<file path="src/rtl/gg_div_pkg.sv">
// gg_div_pkg -- shared constants for the gg_div8 restoring divider. Rev 1.0
`default_nettype none

package gg_div_pkg;

  localparam int GG_DIV_W = 8;

  localparam logic [1:0] S_IDLE = 2'd0;
  localparam logic [1:0] S_RUN  = 2'd1;
  localparam logic [1:0] S_FIN  = 2'd2;

  localparam logic [GG_DIV_W-1:0] DZ_QUOT = '1;

endpackage

`default_nettype wire

</file>
<file path="src/rtl/gg_sub9.sv">
// gg_sub9 -- combinational (N)-bit subtract-with-borrow X + ~Y + 1; o_co=1 means no borrow. Rev 1.0
`default_nettype none

module gg_sub9 #(
  parameter int N = 9
) (
  input  logic [N-1:0] i_x,
  input  logic [N-1:0] i_y,
  output logic [N-1:0] o_diff,
  output logic         o_co
);

  assign {o_co, o_diff} = {1'b0, i_x} + {1'b0, ~i_y} + {{N{1'b0}}, 1'b1};

endmodule

`default_nettype wire

</file>
<file path="src/rtl/gg_div8.sv">
// gg_div8 -- sequential unsigned restoring divider, one quotient bit per clock. Rev 1.0
// Define GG_DIV8_SPECIFY_EN to add unit-delay clock-to-output specify paths.
`default_nettype none

module gg_div8
  import gg_div_pkg::*;
#(
  parameter int W = GG_DIV_W
) (
  input  logic         CLK,
  input  logic         RST,
  input  logic         START,
  input  logic [W-1:0] A,
  input  logic [W-1:0] B,
  output logic [W-1:0] Q,
  output logic [W-1:0] R,
  output logic         DONE,
  output logic         BUSY,
  output logic         DZ
);

  localparam int CW = (W > 1) ? $clog2(W) : 1;
  localparam logic [CW-1:0] c_last = CW'(W - 1);
  // DZ_QUOT is all ones; replicate to the configured width
  localparam logic [W-1:0]  c_dz_q = {W{&DZ_QUOT}};

  logic [1:0]    r_state;
  logic [CW-1:0] r_cnt;
  logic [W-1:0]  r_dvd;
  logic [W-1:0]  r_dvs;
  logic [W:0]    r_rem;
  logic [W-1:0]  r_quo;
  logic          r_bz;

  logic [W:0]    w_rem_sh;
  logic [W:0]    w_diff;
  logic          w_co;
  logic [W:0]    w_rem_nx;
  logic [W-1:0]  w_quo_nx;
  logic          w_last;
  logic          w_unused_msb;

  assign w_rem_sh = {r_rem[W-1:0], r_dvd[W-1]};

  gg_sub9 #(.N(W + 1)) u_sub (
    .i_x    (w_rem_sh),
    .i_y    ({1'b0, r_dvs}),
    .o_diff (w_diff),
    .o_co   (w_co)
  );

  assign w_rem_nx = w_co ? w_diff : w_rem_sh;
  assign w_quo_nx = {r_quo[W-2:0], w_co};
  assign w_last   = (r_cnt == c_last);
  // A partial remainder is always below the divisor, so its top bit stays zero
  assign w_unused_msb = r_rem[W];

  always_ff @(posedge CLK or posedge RST) begin
    if (RST) begin
      r_state <= S_IDLE;
      r_cnt   <= '0;
      r_dvd   <= '0;
      r_dvs   <= '0;
      r_rem   <= '0;
      r_quo   <= '0;
      r_bz    <= 1'b0;
      Q       <= '0;
      R       <= '0;
      DONE    <= 1'b0;
      BUSY    <= 1'b0;
      DZ      <= 1'b0;
    end else begin
      DONE <= 1'b0;
      case (r_state)
        S_IDLE: begin
          if (START) begin
            r_dvd   <= A;
            r_dvs   <= B;
            r_rem   <= '0;
            r_quo   <= '0;
            r_cnt   <= '0;
            r_bz    <= (B == '0);
            BUSY    <= (B != '0);
            r_state <= (B != '0) ? S_RUN : S_FIN;
          end
        end
        S_RUN: begin
          r_dvd <= {r_dvd[W-2:0], 1'b0};
          r_rem <= w_rem_nx;
          r_quo <= w_quo_nx;
          r_cnt <= r_cnt + 1'b1;
          if (w_last) begin
            r_state <= S_FIN;
            BUSY    <= 1'b0;
            Q       <= w_quo_nx;
            R       <= w_rem_nx[W-1:0];
            DZ      <= 1'b0;
            DONE    <= 1'b1;
          end
        end
        S_FIN: begin
          // Divide-by-zero results are published as FIN is left
          r_state <= S_IDLE;
          if (r_bz) begin
            Q    <= c_dz_q;
            R    <= r_dvd;
            DZ   <= 1'b1;
            DONE <= 1'b1;
            r_bz <= 1'b0;
          end
        end
        default: r_state <= S_IDLE;
      endcase
    end
  end

`ifdef GG_DIV8_SPECIFY_EN
  specify
    (CLK *> Q)    = 1;
    (CLK *> R)    = 1;
    (CLK *> DONE) = 1;
    (CLK *> BUSY) = 1;
    (CLK *> DZ)   = 1;
  endspecify
`else
  // Zero-delay outputs.
`endif

endmodule

`default_nettype wire

</file>
<file path="config.mk">
export PLATFORM = sky130hd
export DESIGN_NAME = gg_div8
export DESIGN_NICKNAME = d
export VERILOG_FILES = /design/src/rtl/gg_div_pkg.sv /design/src/rtl/gg_sub9.sv /design/src/rtl/gg_div8.sv
export SDC_FILE = /design/constraint.sdc
export NUM_CORES = 1
export LEC_CHECK = 0
export CELL_PAD_IN_SITES_DETAIL_PLACEMENT = 0
export CELL_PAD_IN_SITES_GLOBAL_PLACEMENT = 2
export CORE_ASPECT_RATIO = 0.7
export CORE_MARGIN = 4
export CORE_UTILIZATION = 30
export CTS_CLUSTER_SIZE = 10
export DETAILED_ROUTE_END_ITERATION = 8
export GPL_ROUTABILITY_DRIVEN = 0
export PLACE_DENSITY_LB_ADDON = 0.1
export SLEW_MARGIN = 20
export SYNTH_ARGS = -nofsm -noshare
export SYNTH_HDL_FRONTEND = slang
export SYNTH_SLANG_ARGS = --single-unit
</file>
<file path="constraint.sdc">
create_clock -name CLK -period 2.3 [get_ports CLK]
set_clock_uncertainty 0.2 [all_clocks]
set_input_delay 0.46 -clock CLK [delete_from_list [all_inputs] [get_ports CLK]]
set_output_delay 0.46 -clock CLK [all_outputs]
set_load 0.02 [all_outputs]
</file>
# Word-level counts from Yosys, hierarchy flattened
# Cells that the tools add are included.
dict set report totals {
  wordCells 63
  input_bits 19
  ff_bits 56
  out_inout_bits 19
}
dict set report op_classes {
  n_addsub 3
  n_mux 29
  n_bitwise 1
  reduce_logical 12
  n_eq_ne 6
}
# op n
set op_table {}
lappend op_table {{case mux 8 bit (2 select lines)} 4}
lappend op_table {{two-way mux 8 bit} 7}
lappend op_table {{case mux 7 bit (2 select lines)} 1}
lappend op_table {{adder 10 x 1 -> 10 bit (second input constant)} 1}
lappend op_table {{adder 9 x 9 -> 10 bit} 1}
lappend op_table {{inverter 8 -> 9 bit} 1}
lappend op_table {{logical NOT 8 bit} 1}
lappend op_table {{case mux 1 bit (2 select lines)} 4}
lappend op_table {{AND reduction 2 bit} 4}
lappend op_table {{nonzero test 8 bit} 1}
lappend op_table {{two-way mux 7 bit} 1}
lappend op_table {{two-way mux 1 bit} 6}
lappend op_table {{two-way mux 2 bit} 3}
lappend op_table {{!= test 2 bit (second input constant)} 3}
lappend op_table {{case mux 3 bit (2 select lines)} 1}
lappend op_table {{AND reduction 3 bit} 2}
lappend op_table {{nonzero test 2 bit} 3}
lappend op_table {{case mux 2 bit (2 select lines)} 1}
lappend op_table {{adder 3 x 1 -> 3 bit (second input constant)} 1}
lappend op_table {{== test 3 bit (second input constant)} 1}
lappend op_table {{two-way mux 3 bit} 1}
lappend op_table {{== test 2 x 1 -> 1 bit (second input constant)} 1}
lappend op_table {{== test 2 bit (second input constant)} 1}
lappend op_table {{logical NOT 2 bit} 1}

# Longest topological paths before layout
dict set report depth {
  depth_word 6
  mapped_depth 9
  depth_no_buf 8
}

# Hierarchy
# Synthesis repeated with hierarchy kept, for this count alone.
dict set report unflattened {
  cells_unflattened 271
  hier_area_um2 2929.1
}
# mod seq_area_each_um2 n_inst cells_per_inst area_each_um2
set modules_own_cells {}
lappend modules_own_cells {gg_div8 1401.3 1 219 2546.2}
lappend modules_own_cells {gg_sub9 0.0 1 52 382.9}

# Worst setup path before layout
# Ideal clock, no wire load.
dict set report synth_path {
  path_type {register to register}
  start {register r_dvd[7]}
  end {register r_rem[6]}
  t_arrival_ps 1837
  t_required_ps 2016
  slack_ps 179
  n_path_buf 0
  synth_period_minus_slack_ps 2121
  path_stages_with_launch 9
  setup_ps 84
  cell_sequence {dfrtp_1 -> inv_1 -> ha_1 -> fa_1 -> nand2b_1 -> a2111o_1 -> o311ai_0 -> mux2i_1 -> o21ai_0}
}
dict set report synth_via {
  elab_chain_cells 4
}
# item line
set synth_rtl {}
lappend synth_rtl {{start: declaration} gg_div8.sv:29} ;# logic [W-1:0] r_dvd;
lappend synth_rtl {{start signal: assignment} gg_div8.sv:88} ;# r_dvd <= {r_dvd[W-2:0], 1'b0};
lappend synth_rtl {{adder 9 x 9 -> 10 bit} gg_sub9.sv:13} ;# assign {o_co, o_diff} = {1'b0, i_x} + {1'b0, ~i_y} + {{N{1'b0}}, 1'b1};
lappend synth_rtl {{adder 10 x 1 -> 10 bit} gg_sub9.sv:13}
lappend synth_rtl {{two-way mux 8 bit} gg_div8.sv:52} ;# assign w_rem_nx = w_co ? w_diff : w_rem_sh;
lappend synth_rtl {{case mux 8 bit (2 select lines)} gg_div8.sv:74} ;# case (r_state)
lappend synth_rtl {{end signal: assignment} gg_div8.sv:89} ;# r_rem <= w_rem_nx;
lappend synth_rtl {{end: declaration} gg_div8.sv:31} ;# logic [W:0] r_rem;
# No other way between the ends.
# A chain may end at the register's enable or synchronous reset.

# Worst setup path in the final report
dict set report layout_path {
  start {register r_dvs[0]}
  end {register r_rem[6]}
}
dict set report layout_via {
  elab_chain_cells 5
}
# item line
set layout_rtl {}
lappend layout_rtl {{start: declaration} gg_div8.sv:30} ;# logic [W-1:0] r_dvs;
lappend layout_rtl {{start signal: assignment} gg_div8.sv:63} ;# r_dvs <= '0;
lappend layout_rtl {{start signal: assignment} gg_div8.sv:78} ;# r_dvs <= B;
lappend layout_rtl {{inverter 8 -> 9 bit} gg_sub9.sv:13}
lappend layout_rtl {{adder 9 x 9 -> 10 bit} gg_sub9.sv:13}
lappend layout_rtl {{adder 10 x 1 -> 10 bit} gg_sub9.sv:13}
lappend layout_rtl {{two-way mux 8 bit} gg_div8.sv:52}
lappend layout_rtl {{case mux 8 bit (2 select lines)} gg_div8.sv:74}
# No other way between the ends.

==> metrics.csv <==
stage,metric,value,unit
run_status,status,"finished, final reports clean",
power_and_ir_drop,internal power,3.727,mW
power_and_ir_drop,Clock power frac,0.135,
power_and_ir_drop,Max VDD drop,0.4688,mV
clock_network,clk buf depth,2,
yosys,cell count after synthesis,305,
placed_design,hpwl dp,5.930,mm
cells_and_area,Final Non-Filler Cells,501,
cells_and_area,post-layout util,0.4127,
grt,met3 usage,0.03233,
power_and_ir_drop,combinational power share,0.622,
worst_setup_path,Critical Path RT,2310,ps
timing,Final period util,0.9892,
timing,RSZ-0062 raised after global routing,yes,
route,Initial DRT Pass Iterations,4,
power_and_ir_drop,power density over cell area,1638,mW/mm^2
grt,met2 Use GR,0.1818,
worst_setup_path,Reg2Reg Setup Slack,20,ps
timing,final setup fails,0,
timing,Peak Freq,439.5,MHz
hold_path,Hold/Removal Path Class,reg -> reg,
clock_network,Worst-Skew Late Latency,290,ps
worst_setup_path,CP startpoint kind,register,
cells_and_area,Multi-input gate area,0.001501,mm^2
floorplanning,Std-Cell Rows,30,
grt,first-pass GRT wire length,13.21,mm
yosys,post-synth cell types,48,
route,final wirelength,8.324,mm
placed_design,Inst Count DP,488,
route,vias,2403,
cells_and_area,ant diodes,0,
grt,vias in the first global route,2362,
worst_setup_path,CP Cell Sequence,ha_2 > fa_2 > nand2b_4 > a2111o_1 > o311ai_2 > mux2i_2 > o21ai_1,
power_and_ir_drop,Tot Pwr,6.547,mW
cells_and_area,FF+latch area,0.001401,mm^2
grt,pin count of the biggest net entering global routing,57,
clock_network,CTS buffer count,5,
floorplanning,Die Y,91.46,um
grt,Global Route Usage Sum,0.1440,
floorplanning,Core Region,0.009684,mm^2
cells_and_area,share of cells above drive strength 1,0.1850,
cells_and_area,"commonest non-fill, non-tap cell in the layout",dfrtp_1,
grt,met1 usage,0.2414,
yosys,"Seq/Total Area, Yosys",0.4694,
timing,Slew Limit Fails,0,
power_and_ir_drop,sequential power share,0.243,
floorplanning,full die area,0.01164,mm^2
cells_and_area,Layout area overhead,33.86,%
power_and_ir_drop,P_sw,2.820,mW
clock_network,Sink Count,56,
route,Antenna Nets Post-Route,0,
placed_design,I/O Buffers,37,
yosys,commonest register cell after synthesis,dfrtp_1,
yosys,Synth Warn #,0,
power_and_ir_drop,sw frac,0.4307,
grt,initial antenna violation count,0,
route,initial detailed-routing violation count,130,
route,DRC viols,0,
worst_setup_path,CP peak stage delay,450,ps
worst_setup_path,Crit-path slowest cell,dfrtp_1,
floorplanning,Starting Density,0.3083,
worst_setup_path,CP Max Fanout,3,
cells_and_area,most frequent cells in the layout,"dfrtp_1 (56), nand2_1 (37), clkdlybuf4s50_1 (37), buf_4 (34), a21oi_1 (29)",
route,vias per inst,4.796,
cells_and_area,Layout Nets,405,
worst_setup_path,Setup Crit Path Kind,reg -> reg,
yosys,async set-reset flop share out of synthesis,1.000,
clock_network,CTS root buffer,clkbuf_16,
timing,worst slew pin tran,485.6,ps
grt,GR peak layer,met1,
clock_network,deepest level of the CTS H-tree,2,
timing,slew margin rel.,0.6728,
timing,"Hold Vio Cnt, Final",0,
yosys,"Cell Area, Synth",0.002985,mm^2
cells_and_area,fillcell total,962,
yosys,Synth Net Count,338,
route,wire length per cell,16.61,um
flow_run,Max-Cap Viols,0,
floorplanning,I/O pin count,38,
clock_network,clk slew on worst S/H paths,70,ps
grt,grt ovf,0,
power_and_ir_drop,P_leak,1.768,nW
floorplanning,Die X,127.2,um
yosys,"FF+latch count, synth",56,
clock_network,CTS tree,yes,
worst_setup_path,critical path endpoint category,register,
worst_setup_path,Critical Path AT,2290,ps
timing,final hold slack,299.7,ps
timing,min cycle time layout,2275,ps
yosys,Syn Area/Cell,9.788,um^2
yosys,number of flops mapped to enable cells by yosys,0,
## Yosys cell counts (2+ instances only)
library cell  number  area [um^2]
a211oi_1           2        15.01
a21oi_1           29        145.1
a22o_1             8        70.07
a31oi_1            4        25.02
a32o_1             2        20.02
a32oi_1            2        17.52
and2_1             3        18.77
buf_1              3        11.26
buf_2              2        10.01
clkbuf_1           9        33.78
dfrtp_1           56         1401
ha_1              13        162.7
inv_1             16        60.06
mux2_2             2        22.52
mux2_4             2        30.03
mux2i_1           11        110.1
nand2_1           37        138.9
nand2b_1           7        43.79
nand3_1            4        20.02
nand3b_1           7        52.55
nand3b_4           2        40.04
nor2_1            19        71.32
nor2b_1            2        12.51
nor4_1             2        12.51
o21ai_0           30        150.1
o21ai_1            6        30.03
o22a_1             3        26.28
xor2_1             2        17.52
## critical path, delay by kind of cell (launching register included)
kind            cells  cell delay [ps]
compound gates      3              650
fa+ha+maj           2              570
flops               1              450
simple gates        1              170
mux                 1              160
## per-stage QoR
step	area, um^2	TNS, ps	worst slack [ps]
floorplan	2985	0	179.1
global placement	3751	-407.8	-205.6
detailed placement	3751	-426.0	-238.1
CTS	3938	-18.05	-18.05
global route	3996	-391.3	-68.62
finish	3996	0	24.89
## power groups by stage
| stage | logic, mW | registers (mW) | clock network (mW) |
|---|---|---|---|
| 3_3_place_gp | 3.83 | 1.59 | 0 |
| 3_5_place_dp | 3.81 | 1.60 | 0 |
| 2_1_floorplan | 2.29 | 1.66 | 0 |
| 5_1_grt | 4.47 | 1.64 | 0.951 |
| 6_report | 4.07 | 1.59 | 0.884 |
| 4_1_cts | 3.90 | 1.59 | 0.906 |
## path summary, 6_finish.rpt
check                         start       end  cells after the start
max in group asynchronous       RST  r_dvd[6]                      3
max reg2reg                r_dvs[0]  r_rem[6]                      7
min in group asynchronous       RST        DZ                      3
max                        r_dvs[0]  r_rem[6]                      7
min reg2reg                r_dvd[7]  r_dvd[7]                      2
min                        r_dvd[7]  r_dvd[7]                      2
## kinds of logic after synthesis
kind of cell    synth area share
xor+xnor                0.008803
simple gates              0.1479
fa+ha+maj                0.06119
compound gates            0.2133
buf+inv                  0.04485
flops                     0.4694
mux                      0.05449
## repair_timing
item	CTS	global route
pin swaps	1	3
setup buffers	0	4
gates cloned	0	1
resized for setup	6	6
hold endpoints to repair	0	0
setup endpoints to repair	4	16
hold buffers	0	0
## sequential cells by signal, indices dropped and copies added, names as in the netlist
signal and count:
BUSY 1, r_cnt 3, r_dvd 8, r_quo 7, r_dvs 8, r_rem 8, Q 8, r_state 2
DONE 1, DZ 1, R 8, r_bz 1
## layer usage
layer	share of wire	wire length (um)	up-vias
met3	0.042	349	2
met5	0	0	-
met4	0.0040	33	0
li1	-	-	1224
met1	0.56	4699	1141
met2	0.39	3242	36
## cell type report
class                           count  share of cell area
Clock buffer                        5             0.03131
Clock inverter                      3             0.01064
Inverter                           16             0.01503
Multi-Input combinational cell    218              0.3757
Sequential cell                    56              0.3507
Tap cell                          128             0.04008
Timing Repair Buffer               75              0.1766
No activity file was read; power rests on OpenSTA's default activity.
